===== config.mk =====
export PLATFORM = sky130hd
export DESIGN_NAME = weight_packer
export DESIGN_NICKNAME = d
export VERILOG_FILES = /design/src/rtl/weight_packer_pkg.sv /design/src/rtl/weight_packer_row_fifo.sv /design/src/rtl/weight_packer.sv
export SDC_FILE = /design/constraint.sdc
export NUM_CORES = 1
export LEC_CHECK = 0
export CORE_ASPECT_RATIO = 1.4
export CORE_UTILIZATION = 58
export CTS_BUF_LIST = sky130_fd_sc_hd__clkbuf_8
export CTS_CLUSTER_SIZE = 28
export DETAILED_ROUTE_END_ITERATION = 6
export PLACE_DENSITY = 0.78
export SETUP_SLACK_MARGIN = 0.15
export SYNTH_ARGS = -nofsm -noshare
export SYNTH_HDL_FRONTEND = slang
export SYNTH_SLANG_ARGS = --single-unit

===== constraint.sdc =====
create_clock -name clk -period 3.78 [get_ports clk]
set_clock_uncertainty 0.05 [all_clocks]
set_input_delay 0.756 -clock clk [delete_from_list [all_inputs] [get_ports clk]]
set_output_delay 0.756 -clock clk [all_outputs]
set_load 0.02 [all_outputs]

===== src/rtl/weight_packer_pkg.sv =====
// Shared definitions for the weight packer slice.
//   SYM_W_DEF / LANES_DEF : default symbol width and lanes per L0 row
//   ROW_W_DEF             : default packed row width (LANES_DEF*SYM_W_DEF)
//   state_t               : packer FSM states
//   row_width()           : packed row width for a given lanes/symbol width
package weight_packer_pkg;

  localparam int unsigned SYM_W_DEF = 4;
  localparam int unsigned LANES_DEF = 8;
  localparam int unsigned ROW_W_DEF = LANES_DEF * SYM_W_DEF;

  typedef enum logic [1:0] {
    ST_RUN   = 2'd0,
    ST_FLUSH = 2'd1,
    ST_OVF   = 2'd2
  } state_t;

  function automatic int unsigned row_width(input int unsigned lanes,
                                            input int unsigned sym_w);
    return lanes * sym_w;
  endfunction

endpackage


===== src/rtl/weight_packer_row_fifo.sv =====
// row_fifo: synchronous first-word-fall-through FIFO for completed rows.
// Ports:
//   clk, reset  : rising-edge clock, synchronous active-high reset
//   push        : write push_data (taken when not full, or when full with a pop)
//   push_data   : row to store
//   pop         : discard the head entry (ignored when empty)
//   head        : current head entry, forced to 0 while empty
//   full, empty : occupancy flags
//   count       : current occupancy
module row_fifo
  import weight_packer_pkg::*;
#(
  parameter int unsigned WIDTH = ROW_W_DEF,
  parameter int unsigned DEPTH = 4
) (
  input  logic                       clk,
  input  logic                       reset,
  input  logic                       push,
  input  logic [WIDTH-1:0]           push_data,
  input  logic                       pop,
  output logic [WIDTH-1:0]           head,
  output logic                       full,
  output logic                       empty,
  output logic [$clog2(DEPTH+1)-1:0] count
);

  localparam int unsigned PTR_W = (DEPTH > 1) ? $clog2(DEPTH) : 1;
  localparam int unsigned CNT_W = $clog2(DEPTH + 1);
  localparam logic [PTR_W-1:0] LAST_PTR = PTR_W'(DEPTH - 1);
  localparam logic [CNT_W-1:0] FULL_CNT = CNT_W'(DEPTH);

  logic [WIDTH-1:0] mem [DEPTH];
  logic [PTR_W-1:0] wr_ptr;
  logic [PTR_W-1:0] rd_ptr;
  logic             do_push;
  logic             do_pop;

  assign empty   = (count == '0);
  assign full    = (count == FULL_CNT);
  assign do_pop  = pop && !empty;
  // A pop in the same cycle frees the slot, so a push while full is still taken.
  assign do_push = push && (!full || do_pop);
  assign head    = empty ? '0 : mem[rd_ptr];

  always_ff @(posedge clk) begin
    if (do_push) begin
      mem[wr_ptr] <= push_data;
    end
  end

  always_ff @(posedge clk) begin
    if (reset) begin
      wr_ptr <= '0;
      rd_ptr <= '0;
      count  <= '0;
    end else begin
      if (do_push) begin
        wr_ptr <= (wr_ptr == LAST_PTR) ? '0 : wr_ptr + PTR_W'(1);
      end
      if (do_pop) begin
        rd_ptr <= (rd_ptr == LAST_PTR) ? '0 : rd_ptr + PTR_W'(1);
      end
      case ({do_push, do_pop})
        2'b10:   count <= count + CNT_W'(1);
        2'b01:   count <= count - CNT_W'(1);
        default: count <= count;
      endcase
    end
  end

endmodule


===== src/rtl/weight_packer.sv =====
// weight_packer: packs decoded 4-bit weight symbols into full L0 rows.
// Symbols fill lanes from lane 0 upward; each completed row is pushed into a
// small FWFT FIFO that feeds the L0 write port.
// Ports:
//   clk, reset   : rising-edge clock, synchronous active-high reset
//   symbol_in    : decoded symbol; symbol_valid marks a one-cycle pulse
//   flush        : pad and emit the partial row (only with WEIGHT_PACKER_FLUSH_EN)
//   out_row      : FIFO head row; out_valid flags it; out_ready pops it
//   afull        : registered, occupancy >= FIFO_DEPTH-1
//   overflow     : sticky, a completed row was dropped (FSM parks in ST_OVF)
//   tile_done    : one-cycle pulse after the last row of a tile is popped
// Build option: define WEIGHT_PACKER_FLUSH_EN to add the flush port and ST_FLUSH.
module weight_packer
  import weight_packer_pkg::*;
#(
  parameter int unsigned LANES         = LANES_DEF,
  parameter int unsigned SYM_W         = SYM_W_DEF,
  parameter int unsigned FIFO_DEPTH    = 4,
  parameter int unsigned ROWS_PER_TILE = 8
) (
  input  logic                   clk,
  input  logic                   reset,
  input  logic [SYM_W-1:0]       symbol_in,
  input  logic                   symbol_valid,
`ifdef WEIGHT_PACKER_FLUSH_EN
  input  logic                   flush,
`endif
  output logic [LANES*SYM_W-1:0] out_row,
  output logic                   out_valid,
  input  logic                   out_ready,
  output logic                   afull,
  output logic                   overflow,
  output logic                   tile_done
);

  localparam int unsigned ROW_W  = row_width(LANES, SYM_W);
  localparam int unsigned LANE_W = $clog2(LANES);
  localparam int unsigned TILE_W = $clog2(ROWS_PER_TILE);
  localparam int unsigned CNT_W  = $clog2(FIFO_DEPTH + 1);

  localparam logic [LANE_W-1:0] LAST_LANE     = LANE_W'(LANES - 1);
  localparam logic [TILE_W-1:0] LAST_TILE_ROW = TILE_W'(ROWS_PER_TILE - 1);
  localparam logic [CNT_W-1:0]  AFULL_LVL     = CNT_W'(FIFO_DEPTH - 1);

  state_t            state;
  state_t            state_next;
  logic [ROW_W-1:0]  acc;
  logic [ROW_W-1:0]  acc_next;
  logic [ROW_W-1:0]  base_acc;
  logic [ROW_W-1:0]  row_next;
  logic [ROW_W-1:0]  push_row;
  logic [LANE_W-1:0] lane_cnt;
  logic [LANE_W-1:0] lane_next;
  logic [LANE_W-1:0] base_lane;
  logic [TILE_W-1:0] tile_cnt;
  logic              accept;
  logic              complete;
  logic              push_req;
  logic              drop;
  logic              fifo_push;
  logic              pop;
  logic              fifo_full;
  logic              fifo_empty;
  logic [CNT_W-1:0]  fifo_count;
  logic [CNT_W-1:0]  count_next;

  assign out_valid = !fifo_empty;
  assign pop       = !fifo_empty && out_ready;

  always_comb begin
    state_next = state;
    accept     = symbol_valid && (state != ST_OVF);
    base_acc   = acc;
    base_lane  = lane_cnt;
`ifdef WEIGHT_PACKER_FLUSH_EN
    // ST_FLUSH pushes the held partial row, so a symbol arriving now starts
    // a fresh row at lane 0 rather than extending the one being emitted.
    if (state == ST_FLUSH) begin
      base_acc  = '0;
      base_lane = '0;
    end
`endif

    row_next = base_acc;
    for (int unsigned k = 0; k < LANES; k++) begin
      if (accept && (base_lane == LANE_W'(k))) begin
        row_next[k*SYM_W +: SYM_W] = symbol_in;
      end
    end

    complete  = accept && (base_lane == LAST_LANE);
    acc_next  = complete ? '0 : row_next;
    lane_next = complete ? '0 : (accept ? base_lane + LANE_W'(1) : base_lane);
    push_req  = complete;
    push_row  = row_next;

`ifdef WEIGHT_PACKER_FLUSH_EN
    if (state == ST_FLUSH) begin
      push_req   = 1'b1;
      push_row   = acc;
      state_next = ST_RUN;
    end else if ((state == ST_RUN) && flush && !complete &&
                 ((lane_cnt != '0) || accept)) begin
      state_next = ST_FLUSH;
    end
`endif

    drop      = push_req && fifo_full && !pop;
    fifo_push = push_req && !drop;
    if (drop) begin
      state_next = ST_OVF;
    end

    count_next = fifo_count + CNT_W'(fifo_push) - CNT_W'(pop);
  end

  always_ff @(posedge clk) begin
    if (reset) begin
      state <= ST_RUN;
    end else begin
      state <= state_next;
    end
  end

  always_ff @(posedge clk) begin
    if (reset) begin
      acc       <= '0;
      lane_cnt  <= '0;
      tile_cnt  <= '0;
      afull     <= 1'b0;
      overflow  <= 1'b0;
      tile_done <= 1'b0;
    end else begin
      acc       <= acc_next;
      lane_cnt  <= lane_next;
      afull     <= (count_next >= AFULL_LVL);
      overflow  <= overflow | drop;
      tile_done <= 1'b0;
      if (pop) begin
        if (tile_cnt == LAST_TILE_ROW) begin
          tile_cnt  <= '0;
          tile_done <= 1'b1;
        end else begin
          tile_cnt <= tile_cnt + TILE_W'(1);
        end
      end
    end
  end

  row_fifo #(
    .WIDTH (ROW_W),
    .DEPTH (FIFO_DEPTH)
  ) u_row_fifo (
    .clk       (clk),
    .reset     (reset),
    .push      (fifo_push),
    .push_data (push_row),
    .pop       (pop),
    .head      (out_row),
    .full      (fifo_full),
    .empty     (fifo_empty),
    .count     (fifo_count)
  );

endmodule


==> results.sh, run 1 <==
export IMPL_path_class="reg -> out"
export IMPL_synth_seq_cells=179
export IMPL_avgViaCountPerCell=5.73
export IMPL_timing_fmax_ghz=0.295
export IMPL_distinct_cell_type_count_after_synthesis=41
export IMPL_reg2reg_depth=11
export IMPL_cts_buffer_depth=2
export IMPL_grt_pass1_vias=3749
export IMPL_numCtsBuffers=17
export IMPL_post_cts_hold_buffer_count=0
export IMPL_dieArea_um2=13200
export IMPL_fp_dieH_um=135
export IMPL_syn_cell_area_um2=7370
export IMPL_synthMostInstantiatedCell="sky130_fd_sc_hd__edfxtp_1"
export IMPL_power_share_switching_pct=20.6
export IMPL_finalSetupViolCount=0
export IMPL_grt_setup_unrepaired="false"
export IMPL_setup_slack_reg_to_reg_ns=1.17
export IMPL_final_design_area_no_fill_um2=8340
export IMPL_drive_gt1_share_pct=17.6
export IMPL_pre_cts_slack_ns=0.520
export IMPL_dpl_instance_area_um2=7960
export IMPL_hpwl_mm=7.60
export IMPL_postCtsResizedCells=0
export IMPL_crit_end_element="output port"
export IMPL_slew_headroom_pct=49.0
export IMPL_drt_first_iter_violations=202
export IMPL_total_switching_power_uw=713
export IMPL_chipWidth_um=97.3
export IMPL_synth_enable_flop_cells=128
export IMPL_cellPowerDensity_nw_per_um2=415
export IMPL_postSynthNetCount=455
export IMPL_globalRouteOverflowTotal=0
export IMPL_core_area_um2=12400
export IMPL_drt_first_pass_iters=5
export IMPL_postSynthCellCount=429
export IMPL_status="finished clean"
export IMPL_cts_sink_count=179
export IMPL_fraction_of_synthesis_flops_using_an_asynchronous_set_or_reset_pin_pct=0
export IMPL_yosysTopAreaCell="sky130_fd_sc_hd__edfxtp_1"
export IMPL_internal_power_mw=2.75
export IMPL_floorplan_initialDensity_pct=59.6
export IMPL_min_to="acc[28]"
export IMPL_root_buffer="sky130_fd_sc_hd__clkbuf_8"
export IMPL_synthFlopType="sky130_fd_sc_hd__edfxtp_1"
export IMPL_worstSkewPairLatency_ns=0.45
export IMPL_critical_path_reg2reg_startpoint="base_lane[0]"
export IMPL_finalCritPeriodShare_pct=89.6
export IMPL_total_leakage_power_nw=2.89
export IMPL_gr_usage_all_layers_pct=20.5
export IMPL_combPwrFrac_pct=3.3
export IMPL_synthesis_area_per_instance_um2=17.2
export IMPL_worst_ir_drop_vdd_mv=0.268
export IMPL_totalWireLength_mm=12.6
export IMPL_critPathLaunchType="flop"
export IMPL_synth_cells_most_frequent="128 x sky130_fd_sc_hd__edfxtp_1, 52 x sky130_fd_sc_hd__nor2b_1, 51 x sky130_fd_sc_hd__dfxtp_1, 28 x sky130_fd_sc_hd__mux2_2, 27 x sky130_fd_sc_hd__mux4_1"
export IMPL_min_path_cells=2
export IMPL_route_detailed_wl_per_inst_um=19.5
export IMPL_io_pins=44
export IMPL_io_buffers=43
export IMPL_number_of_nets_with_antenna_violations_after_routing=0
export IMPL_diodes=0
export IMPL_h_tree_levels=4
export IMPL_maxCapViolCount=0
export IMPL_timing_rr_end="u_row_fifo.count[2]"
export IMPL_p_seq_share_pct=60.9
export IMPL_synth_sequential_area_ratio_pct=66.0
export IMPL_nNetsFinal=508
export IMPL_tightestPinTransition_ns=0.765
export IMPL_clock_power_share_pct=35.8
export IMPL_grt_first_pass_wirelength_mm=20.0
export IMPL_worst_path_arrival_ns=2.58
export IMPL_hold_path_class="reg -> reg"
export IMPL_netlist_top_cells_area="sky130_fd_sc_hd__edfxtp_1 52%, sky130_fd_sc_hd__dfxtp_1 14%, sky130_fd_sc_hd__mux4_1 9.6%"
export IMPL_fp_row_count=48
export IMPL_clk_pin_slew_worst_paths_ns=0.08
export IMPL_largest_net_degree_at_the_start_of_global_routing=36
export IMPL_detail_route_drc_violations=0
export IMPL_cp_max_fo=22
export IMPL_worst_hold_startpoint="acc[28]"
export IMPL_detailroute_via_count=3696
export IMPL_flow_area_growth_from_synthesis_pct=13.2
export IMPL_place_congestion=0.750
export IMPL_postCtsSetupRepairBufs=0
export IMPL_timing_final_hold_violations=0
export IMPL_clock_tree_from_tritoncts="built"
export IMPL_ys_warn_count=0
export IMPL_post_route_util_pct=67.4
export IMPL_slew_violations=0
export IMPL_layout_min_cycle_time_ns=3.39
export IMPL_final_setup_tns_ns=0
export IMPL_initial_antenna_violation_count=0
export IMPL_synth_top_cell_area_share_pct=52.1
export IMPL_worst_endpoint_required_ns=2.97
export IMPL_timing_final_ws_setup_ns=0.394
==> layer usage <==
metal  global-route usage, %  part of all wire (%)  vias to the layer above
li1                        -                     -                     1720
met1                    25.7                    41                     1887
met2                    35.1                    54                       81
met3                    4.80                   3.8                        8
met4                    7.27                  0.85                        0
met5                       0                     0                        -
==> placed cells by master, fill, tap and decap left out, drive strengths merged, types with 3 or more instances in the layout <==
master and instances:
mux2i 4, mux4 32, mux2 28, nand4b 3
nor2 16, clkbuf 18, a21oi 8, xnor2 3
dfxtp 51, or3 3, clkinvlp 3, ha 16
nor2b 52, and3 4, clkdlybuf4s50 43, inv 20
and2b 9, nand2 7, and4bb 3, buf 12
edfxtp 128, clkinv 6, o21ai 6
==> metrics by stage <==
step	power, mW	std cells	hold WS [ns]
floorplan	2.23	429	0.360
global placement	2.26	613	0.367
detailed placement	2.27	613	0.374
CTS	3.49	645	0.389
global route	3.58	645	0.414
finish	3.47	645	0.388
==> how the worst max path moves through the flow <==
stage,to,slack [ns]
floorplan,u_row_fifo.mem[0][0],1.23
global placement,u_row_fifo.count[2],0.63
detailed placement,u_row_fifo.count[2],0.52
CTS,out_row[29],0.33
global route,out_row[29],0.29
finish,out_row[29],0.39
==> layout make-up <==
| cell class | instances | area, um2 |
|---|---|---|
| fill | 868 | 4030 |
| tap | 150 | 188 |
| inverter | 17 | 63.8 |
| clock buffer | 18 | 248 |
| clock inverter | 14 | 140 |
| sequential | 179 | 4870 |
| multi-input combinational | 212 | 2310 |
| timing repair buffer | 55 | 533 |
==> cell families after synthesis <==
group / synth area share, %
xor gates and xnor gates: 0.594
AOI/OAI and AO/OA: 1.44
DFF: 66.0
muxes: 16.0
adders and majority gates: 3.26
buffers and inverters: 2.80
and+or+nand+nor: 9.93
==> worst max-delay path: stages (launching register included) <==
cell and delay, ns:
sky130_fd_sc_hd__dfxtp_2 0.59, sky130_fd_sc_hd__buf_12 0.26, sky130_fd_sc_hd__mux4_1 0.59, sky130_fd_sc_hd__nor2b_1 0.15
sky130_fd_sc_hd__clkdlybuf4s50_1 0.55
==> flip-flops by register name, summed over array words and instances (netlist names), named ones only <==
register and flops:
u_row_fifo.mem 128, acc 32, base_lane 3, tile_cnt 3
u_row_fifo.count 3, u_row_fifo.rd_ptr 2, u_row_fifo.wr_ptr 2, afull 1
overflow 1, state 1, tile_done 1
==> power by group through the flow <==
stage / combinational (mW) / sequential, mW / clock (mW)
after floorplan: 0.0776 / 2.15 / 0
final: 0.114 / 2.11 / 1.24
after global routing: 0.124 / 2.11 / 1.34
after CTS: 0.115 / 2.11 / 1.27
after global placement: 0.109 / 2.16 / 0
after detailed placement: 0.114 / 2.16 / 0
(Power assumes the default switching activity.)
==> run 2: changes to the inputs <==
- CORE_UTILIZATION: 58 -> 35
- PLACE_DENSITY: 0.78 -> unset
==> run 2 against run 1 <==
Sequential share of layout area decreased by 1.0 points. Fmax increased by 3.0%. Clock power increased by 4%. Critical path type unchanged. Critical path depth unchanged. Largest power group unchanged. First-iteration DRC count decreased by 42%. Critical endpoint unchanged. Cell count increased by 17%. Setup slack improved by 0.098 ns. Combinational power about the same. Via count decreased by 0.76%. Core utilization decreased by 26 points. Clock-buffer cell count decreased by 1. Die area increased by 64%.
==> results.sh, run 2 (same netlist as run 1, synthesis figures left out) <==
export IMPL_status="finished clean"
export IMPL_detail_route_drc_violations=0
export IMPL_critical_path_cell_chain="buf_4 -> mux4_1 -> nor2b_1 -> clkdlybuf4s50_1"
export IMPL_postCtsSetupRepairBufs=0
export IMPL_largest_reg_flops=128
export IMPL_final_hold_slack_ns=0.389
export IMPL_most_common_layout_cells="128 x sky130_fd_sc_hd__edfxtp_1, 52 x sky130_fd_sc_hd__nor2b_1, 50 x sky130_fd_sc_hd__dfxtp_1"
export IMPL_critical_path_reg2reg_startpoint="base_lane[0]"
export IMPL_total_leakage_power_nw=2.90
export IMPL_totalWireLength_mm=13.5
export IMPL_nNetsFinal=510
export IMPL_power_share_switching_pct=22.9
export IMPL_reg2reg_depth=11
export IMPL_post_cts_hold_buffer_count=0
export IMPL_internal_power_mw=2.71
export IMPL_slew_violations=0
export IMPL_cts_sink_count=179
export IMPL_initial_antenna_violation_count=0
export IMPL_total_switching_power_uw=805
export IMPL_final_setup_tns_ns=0
export IMPL_hold_path_class="reg -> reg"
export IMPL_layout_min_cycle_time_ns=3.29
export IMPL_io_buffers=43
export IMPL_crit_path_top_delay_cell="sky130_fd_sc_hd__mux4_1"
export IMPL_p_seq_share_pct=60.1
export IMPL_clock_tree_from_tritoncts="built"
export IMPL_globalRouteOverflowTotal=0
export IMPL_clk_pin_slew_worst_paths_ns=0.09
export IMPL_regs_by_ff_count="u_row_fifo.mem (128), acc (32)"
export IMPL_diodes=0
export IMPL_core_area_um2=20600
export IMPL_clock_power_share_pct=36.6
export IMPL_drt_first_iter_violations=117
export IMPL_io_pins=44
export IMPL_groute_layer_met3_usage_pct=2.31
export IMPL_worst_path_arrival_ns=2.48
export IMPL_detailroute_via_count=3668
export IMPL_drive_gt1_share_pct=18.1
export IMPL_h_tree_levels=4
export IMPL_grt_setup_unrepaired="false"
export IMPL_cellPowerDensity_nw_per_um2=414
export IMPL_min_to="acc[30]"
export IMPL_finalSetupViolCount=0
export IMPL_worst_endpoint_required_ns=2.97
export IMPL_critical_path_n_buffers_inverters=2
export IMPL_maxCapViolCount=0
export IMPL_combined_area_of_the_multi_input_logic_cells_um2=2310
export IMPL_cp_max_fo=19
export IMPL_critPathLaunchType="flop"
export IMPL_max_stage_delay_ns=0.65
export IMPL_nFillCells=1790
export IMPL_worst_ir_drop_vdd_mv=0.237
export IMPL_grt_first_pass_wirelength_mm=21.1
export IMPL_numCtsBuffers=17
export IMPL_root_buffer="sky130_fd_sc_hd__clkbuf_8"
export IMPL_crit_family="buffers and inverters"
export IMPL_grt_util_met1_pct=14.7
export IMPL_chipWidth_um=125
export IMPL_avgViaCountPerCell=4.88
export IMPL_storage_element_area_um2=4870
export IMPL_drt_first_pass_iters=4
export IMPL_flow_area_growth_from_synthesis_pct=15.2
export IMPL_worstSkewPairLatency_ns=0.45
export IMPL_tightestPinTransition_ns=0.814
export IMPL_fp_dieH_um=174
export IMPL_timing_rr_end="u_row_fifo.count[2]"
export IMPL_path_class="reg -> out"
export IMPL_timing_final_ws_setup_ns=0.492
export IMPL_globalRoute_busiestLayer="met2"
export IMPL_postCtsResizedCells=0
export IMPL_timing_fmax_ghz=0.304
export IMPL_cts_buffer_depth=2
export IMPL_min_path_cells=2
export IMPL_grt_util_met2_pct=23.9
export IMPL_number_of_nets_with_antenna_violations_after_routing=0
export IMPL_combPwrFrac_pct=3.3
export IMPL_setup_slack_reg_to_reg_ns=1.19
export IMPL_route_detailed_wl_per_inst_um=18.0
export IMPL_gr_usage_all_layers_pct=13.0
export IMPL_grt_pass1_vias=3832
export IMPL_largest_net_degree_at_the_start_of_global_routing=36
export IMPL_layout_commonest_cell="sky130_fd_sc_hd__edfxtp_1"
export IMPL_finalCritPeriodShare_pct=87.0
export IMPL_slew_headroom_pct=45.7
export IMPL_place_congestion=0.746
export IMPL_timing_final_hold_violations=0
export IMPL_regMostFlops="u_row_fifo.mem"
export IMPL_crit_end_element="output port"
export IMPL_worst_hold_startpoint="acc[30]"
export IMPL_hpwl_mm=8.48
export IMPL_dieArea_um2=21700
export IMPL_fp_row_count=62
export IMPL_pre_cts_slack_ns=0.481
export IMPL_floorplan_initialDensity_pct=35.9
run 2: cell count changes in the layout (fill, tap and decap cells not counted):
| cell | change |
|---|---|
| sky130_fd_sc_hd__buf_12 | -1 |
| sky130_fd_sc_hd__buf_4 | +3 |
| sky130_fd_sc_hd__bufinv_16 | -1 |
| sky130_fd_sc_hd__clkbuf_8 | -1 |
| sky130_fd_sc_hd__clkinv_2 | -3 |
| sky130_fd_sc_hd__clkinv_4 | -1 |
| sky130_fd_sc_hd__clkinv_8 | +2 |
| sky130_fd_sc_hd__clkinvlp_4 | -1 |
| sky130_fd_sc_hd__inv_1 | -2 |
| sky130_fd_sc_hd__inv_6 | +1 |
| sky130_fd_sc_hd__inv_8 | +5 |
run 2: power groups by stage:
stage | Sequential [mW] | Clock [mW] | Combinational, mW
after floorplan | 2.15 | 0 | 0.0776
after global placement | 2.16 | 0 | 0.112
after detailed placement | 2.16 | 0 | 0.117
after CTS | 2.11 | 1.31 | 0.118
after global routing | 2.11 | 1.39 | 0.126
final | 2.11 | 1.29 | 0.116
run 2: worst min-delay path: cells and delay by family, from the launching register on:
kind,cells,cell delay [ns]
and+or+nand+nor,1,0.04
DFF,1,0.31
buffers and inverters,1,0.05
run 2: how the worst max path moves through the flow:
stage                            start              endpoint  cells past startpoint
after floorplan           symbol_valid  u_row_fifo.mem[0][0]                      4
after global placement       out_ready   u_row_fifo.count[2]                     10
after detailed placement     out_ready   u_row_fifo.count[2]                     10
after CTS                         flop           out_row[29]                      4
after global routing              flop           out_row[29]                      4
final                             flop           out_row[29]                      4
run 2: area by class of cell:
class	count	area share, %
Multi-Input combinational cell	212	27.1
Sequential cell	179	57.3
Clock inverter	14	1.99
Timing Repair Buffer	57	6.30
Inverter	17	0.751
Clock buffer	17	2.75
Tap cell	256	3.77
run 2: through the flow:
step	cell area [um2]	utilization, %	instances	power (mW)
after global routing	8490	41.3	752	3.63
after floorplan	7370	-	429	2.23
after detailed placement	8090	39.4	721	2.27
after global placement	8090	39.4	721	2.27
after CTS	8490	41.3	752	3.54
final	8490	41.3	752	3.51
run 2: per-layer routing:
layer  up-vias  wire [um]
li1       1729          -
met4         0        259
met5         -          0
met1      1869       5790
met2        52       7200
met3        18        272
